## config.mk

```make
export PLATFORM = sky130hd
export DESIGN_NAME = sb_decoder
export DESIGN_NICKNAME = d
export VERILOG_FILES = /design/src/rtl/sb_decoder.sv
export SDC_FILE = /design/constraint.sdc
export NUM_CORES = 1
export LEC_CHECK = 0
export ABC_AREA = 1
export ABC_CLOCK_PERIOD_IN_PS = 2500
export CORE_AREA = 3 3 168 170
export CTS_CLUSTER_SIZE = 10
export DETAILED_ROUTE_END_ITERATION = 8
export DIE_AREA = 0 0 171 173
export PLACE_DENSITY_LB_ADDON = 0.12
export RECOVER_POWER = 25
export SLEW_MARGIN = 10
export SYNTH_ARGS = -nofsm -noshare
export SYNTH_HDL_FRONTEND = slang
export SYNTH_SLANG_ARGS = --single-unit
export TNS_END_PERCENT = 20
```

## constraint.sdc

```tcl
create_clock -name clk_i -period 2.5 [get_ports clk_i]
set_clock_uncertainty 0.2 [all_clocks]
set_input_delay 0.5 -clock clk_i [delete_from_list [all_inputs] [get_ports clk_i]]
set_output_delay 0.5 -clock clk_i [all_outputs]
set_load 0.01 [all_outputs]
```

## src/rtl/sb_decoder.sv

```systemverilog
// System-bus address decoder: selects one of N_SLAVES regions from addr[31:24],
// returns 1-cycle-late slave read data, and flags and counts unmapped accesses.
//
// state | meaning
// IDLE  | accepting requests; writes complete in the cycle they are accepted
// RESP  | read response cycle; rvalid high, any new request is stalled
module sb_decoder #(
  parameter int N_SLAVES = 8,
  parameter int ERR_W    = 8
) (
  input  logic                  clk_i,
  input  logic                  rst_ni,
  input  logic                  core_req_i,
  input  logic                  core_we_i,
  input  logic [31:0]           core_addr_i,
  input  logic [31:0]           core_wdata_i,
  output logic                  core_stall_o,
  output logic                  core_rvalid_o,
  output logic [31:0]           core_rdata_o,
  output logic                  core_err_o,
  output logic [ERR_W-1:0]      err_cnt_o,
  output logic [N_SLAVES-1:0]   slv_req_o,
  output logic                  slv_we_o,
  output logic [31:0]           slv_addr_o,
  output logic [31:0]           slv_wdata_o,
  input  logic [32*N_SLAVES-1:0] slv_rdata_i
);

  localparam int SEL_W = (N_SLAVES > 1) ? $clog2(N_SLAVES) : 1;

  localparam logic [0:0] ST_IDLE = 1'b0;
  localparam logic [0:0] ST_RESP = 1'b1;

  logic [0:0]       state_q, state_d;
  logic [SEL_W-1:0] sel_q, sel_d;
  logic             map_q, map_d;
  logic             wr_err_q, wr_err_d;
  logic [ERR_W-1:0] err_cnt_q, err_cnt_d;

  logic [7:0]  idx;
  logic        mapped;
  logic        in_resp;
  logic        accept;
  logic [31:0] rdata_mux;

  assign idx     = core_addr_i[31:24];
  assign mapped  = ({24'd0, idx} < 32'(N_SLAVES));
  assign in_resp = (state_q == ST_RESP);

  // rst_ni gates acceptance so nothing reaches the slaves while reset is held.
  assign core_stall_o = in_resp & core_req_i;
  assign accept       = core_req_i & ~core_stall_o & rst_ni;

  assign slv_we_o    = core_we_i;
  assign slv_addr_o  = {8'h00, core_addr_i[23:0]};
  assign slv_wdata_o = core_wdata_i;

  always_comb begin
    slv_req_o = '0;
    for (int k = 0; k < N_SLAVES; k++) begin
      if (accept && mapped && (idx == 8'(k))) begin
        slv_req_o[k] = 1'b1;
      end
    end
  end

  always_comb begin
    rdata_mux = '0;
    for (int k = 0; k < N_SLAVES; k++) begin
      if (sel_q == SEL_W'(k)) begin
        rdata_mux = slv_rdata_i[32*k +: 32];
      end
    end
  end

  assign core_rvalid_o = in_resp;
  assign core_rdata_o  = (in_resp && map_q) ? rdata_mux : '0;
  assign core_err_o    = (in_resp && !map_q) || wr_err_q;
  assign err_cnt_o     = err_cnt_q;

  // RESP never accepts (stall covers any request), so it always falls back to IDLE.
  always_comb begin
    state_d   = ST_IDLE;
    sel_d     = sel_q;
    map_d     = map_q;
    wr_err_d  = 1'b0;
    err_cnt_d = err_cnt_q;
    if (!in_resp && accept && !core_we_i) begin
      state_d = ST_RESP;
      sel_d   = mapped ? idx[SEL_W-1:0] : '0;
      map_d   = mapped;
    end
    if (accept && core_we_i && !mapped) begin
      wr_err_d = 1'b1;
    end
    if (accept && !mapped && (err_cnt_q != '1)) begin
      err_cnt_d = err_cnt_q + ERR_W'(1);
    end
  end

  always_ff @(posedge clk_i or negedge rst_ni) begin
    if (!rst_ni) begin
      state_q   <= ST_IDLE;
      sel_q     <= '0;
      map_q     <= 1'b0;
      wr_err_q  <= 1'b0;
      err_cnt_q <= '0;
    end else begin
      state_q   <= state_d;
      sel_q     <= sel_d;
      map_q     <= map_d;
      wr_err_q  <= wr_err_d;
      err_cnt_q <= err_cnt_d;
    end
  end

endmodule

```

[After elaboration in Yosys (flattened, before gate mapping)]
Index checks and enable logic that the tools add are counted.
Word-level totals
  bits in registers: 14
  input port bits: 324
  output and inout bits: 116
  logic and storage cells: 70
Operators by class
  add/subtract/negate cells: 1
  $lt $le $gt $ge: 1
  equal/unequal tests: 15
  mux-type cells: 20
  bitwise logic cells: 4
  reductions and logical operators: 24
Operator list (count)
  $mux 32: 9
  $eq 8x3->1 const B: 4
  $logic_and 1x1->1: 17
  $eq 8x2->1 const B: 2
  $eq 3x3->1 const B: 4
  $mux 1: 10
  $add 8x1->8 const B: 1
  $eq 8x1->1 const B: 1
  $logic_not 8->1: 1
  $lt 8x4->1 const B: 1
  $ne 8x8->1 const B: 1
  $eq 3x2->1 const B: 2
  $logic_not 1->1: 4
  $and 1x1->1: 3
  $eq 3x1->1 const B: 1
  $logic_not 3->1: 1
  $mux 3: 1
  $logic_or 1x1->1: 1
  $not 1->1: 1

[Longest topological paths before layout]
Gate-level depths: netlist of the first run.
  depth in word-level cells: 10
  mapped depth: 10

[Worst setup path after synthesis of the first run]
No wires, ideal clock.
  path type: register to output
  start point: reg sel_q[1]
  end point: out core_rdata_o[12]
  data arrival time: 1.423 ns
  slack: 0.377 ns
  cell stages (with the launch flop): 10
  path buffers: 2
  cell sequence: dfrtp_1 > buf_4 > inv_2 > clkbuf_1 > nand4_1 > nand2_1 > nor2_1 > nand3_1 > nand2_1 > a21oi_1
On the way
  longest elaborated chain between the ends: 10
  elaborated cells on any way between the ends: 17
RTL lines
  from (decl): line 35  | logic [SEL_W-1:0] sel_q, sel_d;
  from (signal assigned): line 110  | sel_q <= sel_d;
  $logic_not 3->1: line 70  | if (sel_q == SEL_W'(k)) begin
  $mux 32 (7 in series): line 70
  $mux 32 (*): line 70
  $mux 32 (*): line 77  | assign core_rdata_o = (in_resp && map_q) ? rdata_mux : '0;
  to (decl): line 19  | output logic [31:0] core_rdata_o,
Mark *: on every way between the ends. The rest lies on a longest branch, timed or not.

[Worst setup path after layout of the first run]
  start point: reg sel_q[0]
  end point: out core_rdata_o[13]
Same word-level chain as after synthesis.

==> results of run 1 <==
[cells by family after synthesis]
logic type,Yosys count,synth area share (%)
other,1,0.1015
XOR/XNOR,5,1.185
AND/OR/NAND/NOR,410,50.27
adder cells (fa/ha/maj),1,0.3385
flip-flops,14,9.479
buffers and inverters,198,27.52
AO/OA/AOI/OAI,75,11.10
[stage by stage]
stage                     total power, uW  instances  area [um2]
final                                1697       1368        8214
after global placement               1302       1321        7311
after CTS                            1718       1367        8199
after detailed placement             1299       1321        7311
after global routing                 1824       1368        8214
after floorplan                     714.3        711        3722
[critical path, stage by stage (launching register included)]
cell and delay [ps]:
dfrtp_2 440, buf_6 140, nor2_4 150, buf_12 140, buf_8 120, buf_6 100
nand3_2 50, nand2_1 60, nor2_1 50, nand3_1 90, nand2_1 70, a21oi_1 140
buf_2 150
[state kept, by name, indices dropped and copies added (netlist names)]
name           count
core_rvalid_o      1
map_q              1
err_cnt_o          8
wr_err_q           1
sel_q              3
[timing repair]
item	CTS	global route
resized for setup	266	28
setup endpoints to repair	40	39
setup buffers	36	4
cloned	9	1
pin swaps	62	31
[worst paths after layout]
kind                            depth (start not counted)  slack (ps)               end    startpoint
worst max register to register                          8         620      err_cnt_o[7]  err_cnt_o[1]
worst min register to register                          2         360      err_cnt_o[6]  err_cnt_o[6]
worst max-delay path                                   12        -150  core_rdata_o[13]      sel_q[0]
max in group asynchronous                               2         820          sel_q[0]        rst_ni
worst min-delay path                                    2         360      err_cnt_o[6]  err_cnt_o[6]
min in group asynchronous                               2         730      err_cnt_o[5]        rst_ni
[cell type report]
cell class / count / area, um2
inverters: 84 / 330.3
multi-input cells: 499 / 2636
repair buffers: 426 / 4380
well taps: 341 / 426.7
flip-flops and latches: 14 / 351.6
clock buffers: 4 / 88.84
fillers: 2963 / 18660
[power by group through the flow]
stage                     Clock (uW)  Sequential [uW]  Combinational (uW)
after global placement             0              330                 972
after detailed placement           0              330                 968
after floorplan                    0              337                 377
final                            334              329                1030
after global routing             359              339                1130
after CTS                        340              330                1050
[cell usage in the layout (no fill, tap or decap), drive strengths merged]
cell type / count
nand2: 132
clkinv: 1
dlygate4sd3: 1
clkdlybuf4s15: 4
clkdlybuf4s50: 278
o21bai: 1
or2: 1
nor2: 119
nor3: 8
nand3: 76
o21ai: 17
bufbuf: 1
conb: 8
xnor2: 1
o211ai: 11
o22ai: 2
dfrtp: 14
ha: 1
nand4: 74
xor2: 4
a21oi: 43
buf: 138
inv: 83
clkbuf: 8
a21boi: 1
[per-layer routing]
layer / vias up / share of wire [%] / track usage [%]
met5: - / 0.051 / 0
met4: 2 / 2.8 / 4.024
met3: 42 / 7.1 / 3.406
met2: 215 / 50 / 29.41
met1: 2581 / 40 / 19.19
li1: 2903 / - / -
==> summary.md, run 1 <==
| Metric | Value |
|---|---|
| Final net count | `approximately 1400` |
| Syn Std Cell Area | `between 3000 and 4000 um2` |
| Worst Hold Class | `flip-flop to flip-flop` |
| Arr. time, crit path | `just under 2000 ps` |
| Ys Warns | `0` |
| # H-tree levels | `1` |
| Total gr overflow | `0` |
| Clk slew on worst S/H paths | `roughly 50 ps` |
| CTS buffer count | `3` |
| Sw power | `539.7 uW` |
| Worst skew pair latency | `240 ps` |
| Clock power frac | `about a fifth` |
| PwrDens | `206.6 nW/um2` |
| Leakage power | `between 0.003 and 0.004 uW` |
| RSZ-0062 raised after global routing | `true` |
| Die width | `171 um` |
| Total Routing Usage GR | `roughly 16%` |
| Routed Antenna Nets | `0` |
| WL final | `between 20000 and 30000 um` |
| Number of buffers added on ports | `~320` |
| Dpl ws | `-602.7 ps` |
| Failing checks | `negative setup slack` |
| Post-synth EDFFs | `0` |
| Most common cell in the netlist | `nand2_1` |
| Clock Tree Buf Depth | `2` |
| Relative slew slack | `about 46%` |
| Endpoints failing setup | `34` |
| # rows | `60` |
| Pin count of the biggest net entering global routing | `22` |
| Yosys cell types | `26` |
| TritonCTS clock tree | `done` |
| Sequential cell area fraction in the yosys report | `under 10%` |
| Worst-Margin Slew | `between 800 and 900 ps` |
| Ys flop type | `dfrtp_1` |
| Max Fanout on Critical Path | `8` |
| Largest area contributor in the netlist | `buf_4` |
| Starting density of the core | `around 14%` |
| Core area | `about 27000 um2` |
| Synth top area share | `about 14%` |
| Flop pwr share | `between 10% and 20%` |
| Crit path launch type | `flip-flop` |
| Outcome | `finished, violations left` |
| Setup_tns | `-1978 ps` |
| DRT iter0 DRCs | `169` |
| Synth cell count leaders | `nand2_1 (132), nor2_1 (119), inv_1 (81), nand3_1 (75), nand4_1 (74)` |
| Drt first pass iters | `4` |
| Critical Path End Type | `primary output` |
| Die Y | `173 um` |
| Vias | `around 5700` |
| CTS root buf | `clkbuf_16` |
| Syn_area_per_cell | `around 5.3 um2` |
| GP Congestion | `roughly 0.80` |
| Slew Viols, Final | `0` |
| Number of global-route vias before repair | `between 5000 and 6000` |
| Core Util, Final | `between 30% and 40%` |
| Final period util | `105.8%` |
| Area contributors post-synth | `buf_4 (14%), nand2_1 (13%), nand4_1 (13%)` |
| Hold buffer count at cts | `0` |
| Initial antenna violation count | `1` |
| ANT cells | `0` |
| Hold Fails Final Rpt | `0` |
| Area grow syn2layout | `122.2%` |
| IO Pins | `440` |
| Fmax | `between 300 and 400 MHz` |
| #FFs+latches synth | `14` |
| Switch share | `31.80%` |
| PnR worst setup slack | `-145.9 ps` |
| Asr flop ratio synth | `100.0%` |
| Int Pwr | `approximately 1200 uW` |
| Gate Count Post-Synth | `704` |
| Minimum clock period | `~2600 ps` |
| Maximum VDD drop | `between 0.3 and 0.4 mV` |
| Min Hold Slack | `about 360 ps` |
| CTS Sinks | `14` |
| Full die area | `between 20000 and 30000 um2` |
| Vias/cell | `4.198` |
| DR WL/cell | `between 15 and 20 um` |
| Post-DP HPWL | `20080 um` |
| Drt drc | `0` |
| WS Path Type | `flip-flop to primary output` |
| Layout cells sized above 1 | `between 20% and 30%` |
| First-pass GRT wire length | `roughly 36000 um` |
| Worst EP required | `roughly 1800 ps` |
| Combinational power share | `61.0%` |
| Max cap viols | `0` |
No activity file was read; power rests on OpenSTA's default activity.
==> run 2, diff against run 1 <==
CORE_AREA = 2 2 172 174   (was 3 3 168 170)
DIE_AREA = 0 0 174 176   (was 0 0 171 173)
SLEW_MARGIN = default   (was 10)
==> run 2 against run 1 <==
  * The flow still finishes with violations (negative setup slack)
  * Via count rose by 1.1%
  * Die area rose by 3.5%
  * Sequential cell count did not move
  * Non-clock buffer count did not move
  * Critical path type unchanged
==> summary.md, run 2 (synthesis results as in run 1) <==
| Metric | Value |
|---|---|
| Crit path largest cell delay | `420 ps (-20 ps)` |
| Post-DP HPWL | `20090 um (about the same)` |
| DR WL/cell | `17.99 um (-4.2%)` |
| Total gr overflow | `0 (unchanged)` |
| Drt first pass iters | `4 (unchanged)` |
| RSZ-0062 raised after global routing | `true` |
| Drt drc | `0 (unchanged)` |
| Core Util, Final | `29.01% (-1.5 points)` |
| Worst EP required | `1800 ps (about the same)` |
| Critical Path End Type | `primary output` |
| Starting density of the core | `12.95% (-0.81 points)` |
| TritonCTS clock tree | `done` |
| CTS Sinks | `14 (unchanged)` |
| IO Pins | `440 (unchanged)` |
| Vias/cell | `4.116 (-2.0%)` |
| Worst skew pair latency | `240 ps (about the same)` |
| Number of global-route vias before repair | `5841 (+0.22%)` |
| Maximum VDD drop | `0.2385 mV (-21%)` |
| ANT cells | `0 (unchanged)` |
| Area grow syn2layout | `124.1%` |
| Vias | `5808 (+1.1%)` |
| Routed Antenna Nets | `0 (unchanged)` |
| Arr. time, crit path | `1950 ps (about the same)` |
| Final net count | `1353 (unchanged)` |
| Path depth of the worst reg2reg path | `7 (-1)` |
| Crit path launch type | `flip-flop` |
| WS Path Type | `flip-flop to primary output` |
| CTS root buf | `clkbuf_16` |
| Initial antenna violation count | `1 (unchanged)` |
| DRT iter0 DRCs | `208 (+23%)` |
| Worst-Margin Slew | `774.8 ps (-28.57 ps)` |
| Core area | `28550 um2 (+6.2%)` |
| Area occupied by multi-input gates | `2716 um2 (+3.0%)` |
| Endpoints failing setup | `33 (-2.9%)` |
| Total Routing Usage GR | `15.64% (-0.54 points)` |
| Max cap viols | `0 (unchanged)` |
| PwrDens | `206.8 nW/um2 (about the same)` |
| First-pass GRT wire length | `36580 um (+0.26%)` |
| Most frequent cells in the layout | `clkdlybuf4s50_1 (273), nand2_1 (126), nor2_1 (83)` |
| PnR worst setup slack | `-147.3 ps (-1.449 ps)` |
| # H-tree levels | `1 (unchanged)` |
| Failing checks | `negative setup slack` |
| Leakage power | `0.003759 uW (-0.48%)` |
| Critical Path, Cell by Cell | `clkinvlp_4, buf_12, buf_8, buf_8, nand4_1, nand3_1, nor2_2, nand4_1, nand2_1, inv_2, buf_6` |
| Relative slew slack | `48.34% (+1.9 points)` |
| Clock Tree Buf Depth | `2 (unchanged)` |
| FF/Latch Area | `352.8 um2 (+0.36%)` |
| GP Congestion | `0.7767 (-3.2%)` |
| Kind of cell adding the most delay to the critical path | `buffers and inverters` |
| Max Fanout on Critical Path | `7 (-1)` |
| Layout cells sized above 1 | `22.98% (+0.68 points)` |
| # rows | `62 (+3.3%)` |
| Setup_tns | `-2277 ps (-299.1 ps)` |
| Dpl cell area | `7392 um2 (+1.1%)` |
| Worst Hold Class | `flip-flop to flip-flop` |
| Die width | `174 um (+1.8%)` |
| Pin count of the biggest net entering global routing | `33 (+50%)` |
| Commonest non-fill, non-tap cell in the layout | `clkdlybuf4s50_1` |
| WP depth | `11 (-1)` |
| Slew Viols, Final | `0 (unchanged)` |
| # placed instances | `1366 (+3.4%)` |
| Minimum clock period | `2647 ps (+1.449 ps)` |
| Outcome | `finished, violations left` |
| Fillcell total | `3242 (+9.4%)` |
| WL final | `25380 um (-1.2%)` |
| Hold Fails Final Rpt | `0 (unchanged)` |
| CTS buffer count | `3 (unchanged)` |
| Die Y | `176 um (+1.7%)` |
| CP Buf/Inv Count | `6 (+1)` |
| Full die area | `30620 um2 (+3.5%)` |
| Max FFs per register | `8 (unchanged)` |
| Hold path depth | `2 (unchanged)` |
| Final period util | `105.9% (about the same)` |
| Crit path max-delay cell type | `dfrtp_2` |
| Fmax | `377.7 MHz (about the same)` |
| Hold buffer count at cts | `0 (unchanged)` |
| Non-Filler Instances | `1411 (+3.1%)` |
| Clk slew on worst S/H paths | `50 ps (about the same)` |
| Power Total | `1713 uW (+0.89%)` |
| Finished layout cell area | `8283 um2 (+0.84%)` |
| Number of buffers added on ports | `319 (unchanged)` |
[run 2: area by class of cell]
type / instances / area share, %
Multi-Input combinational cell: 499 / 32.79
Clock buffer: 4 / 1.073
Inverter: 84 / 4.063
Sequential cell: 14 / 4.260
Timing Repair Buffer: 426 / 52.01
Tap cell: 384 / 5.801
[run 2: final timing paths]
check,endpoint,startpoint,slack (ps)
worst max-delay path,core_rdata_o[0],sel_q[0],-150
worst min-delay path,err_cnt_o[6],err_cnt_o[6],340
worst min register to register,err_cnt_o[6],err_cnt_o[6],340
worst max register to register,err_cnt_o[0],err_cnt_o[1],580
min in group asynchronous,err_cnt_o[5],rst_ni,740
max in group asynchronous,sel_q[0],rst_ni,830
[run 2: layer usage]
| layer | wire [um] | up-vias | global-route usage, % |
|---|---|---|---|
| met5 | 12 | - | 0 |
| met4 | 417 | 2 | 2.626 |
| met3 | 1723 | 44 | 3.790 |
| met2 | 12990 | 232 | 28.14 |
| met1 | 10230 | 2637 | 19.13 |
| li1 | - | 2893 | - |
[run 2: worst reg2reg max path, stage by stage, from the launching register on]
cell and delay [ps]:
dfrtp_1 410, ha_1 220, nand3_1 140, nor3_1 320
nand2_1 190, nand3_4 120, buf_6 130, xor2_1 130
[run 2: power breakdown]
part / switching [uW] / leakage, uW / internal [uW]
logic: 402 / 0.00353 / 643
clock network: 94.5 / 0.0000442 / 243
registers: 58.0 / 0.000183 / 273
[run 2: what timing repair did]
item,4_1_cts,5_1_grt
cloned,5,2
resized for setup,236,72
buffers inserted,30,5
pin swaps,38,45
endpoints found under the setup margin,40,48
[run 2: through the flow]
| step | hold WS (ps) | setup slack, ps |
|---|---|---|
| 2_1_floorplan | 4.409 | 376.8 |
| 3_3_place_gp | 318.6 | -468.5 |
| 3_5_place_dp | 323.1 | -467.5 |
| 6_report | 341.1 | -147.3 |
| 4_1_cts | 340.4 | -245.8 |
| 5_1_grt | 380.6 | -268.7 |
==> run 3, diff against run 2 <==
CAP_MARGIN = 10   (was default)
==> results of run 3 <==
The final DEF is identical to that of run 2; final timing and power are the same.
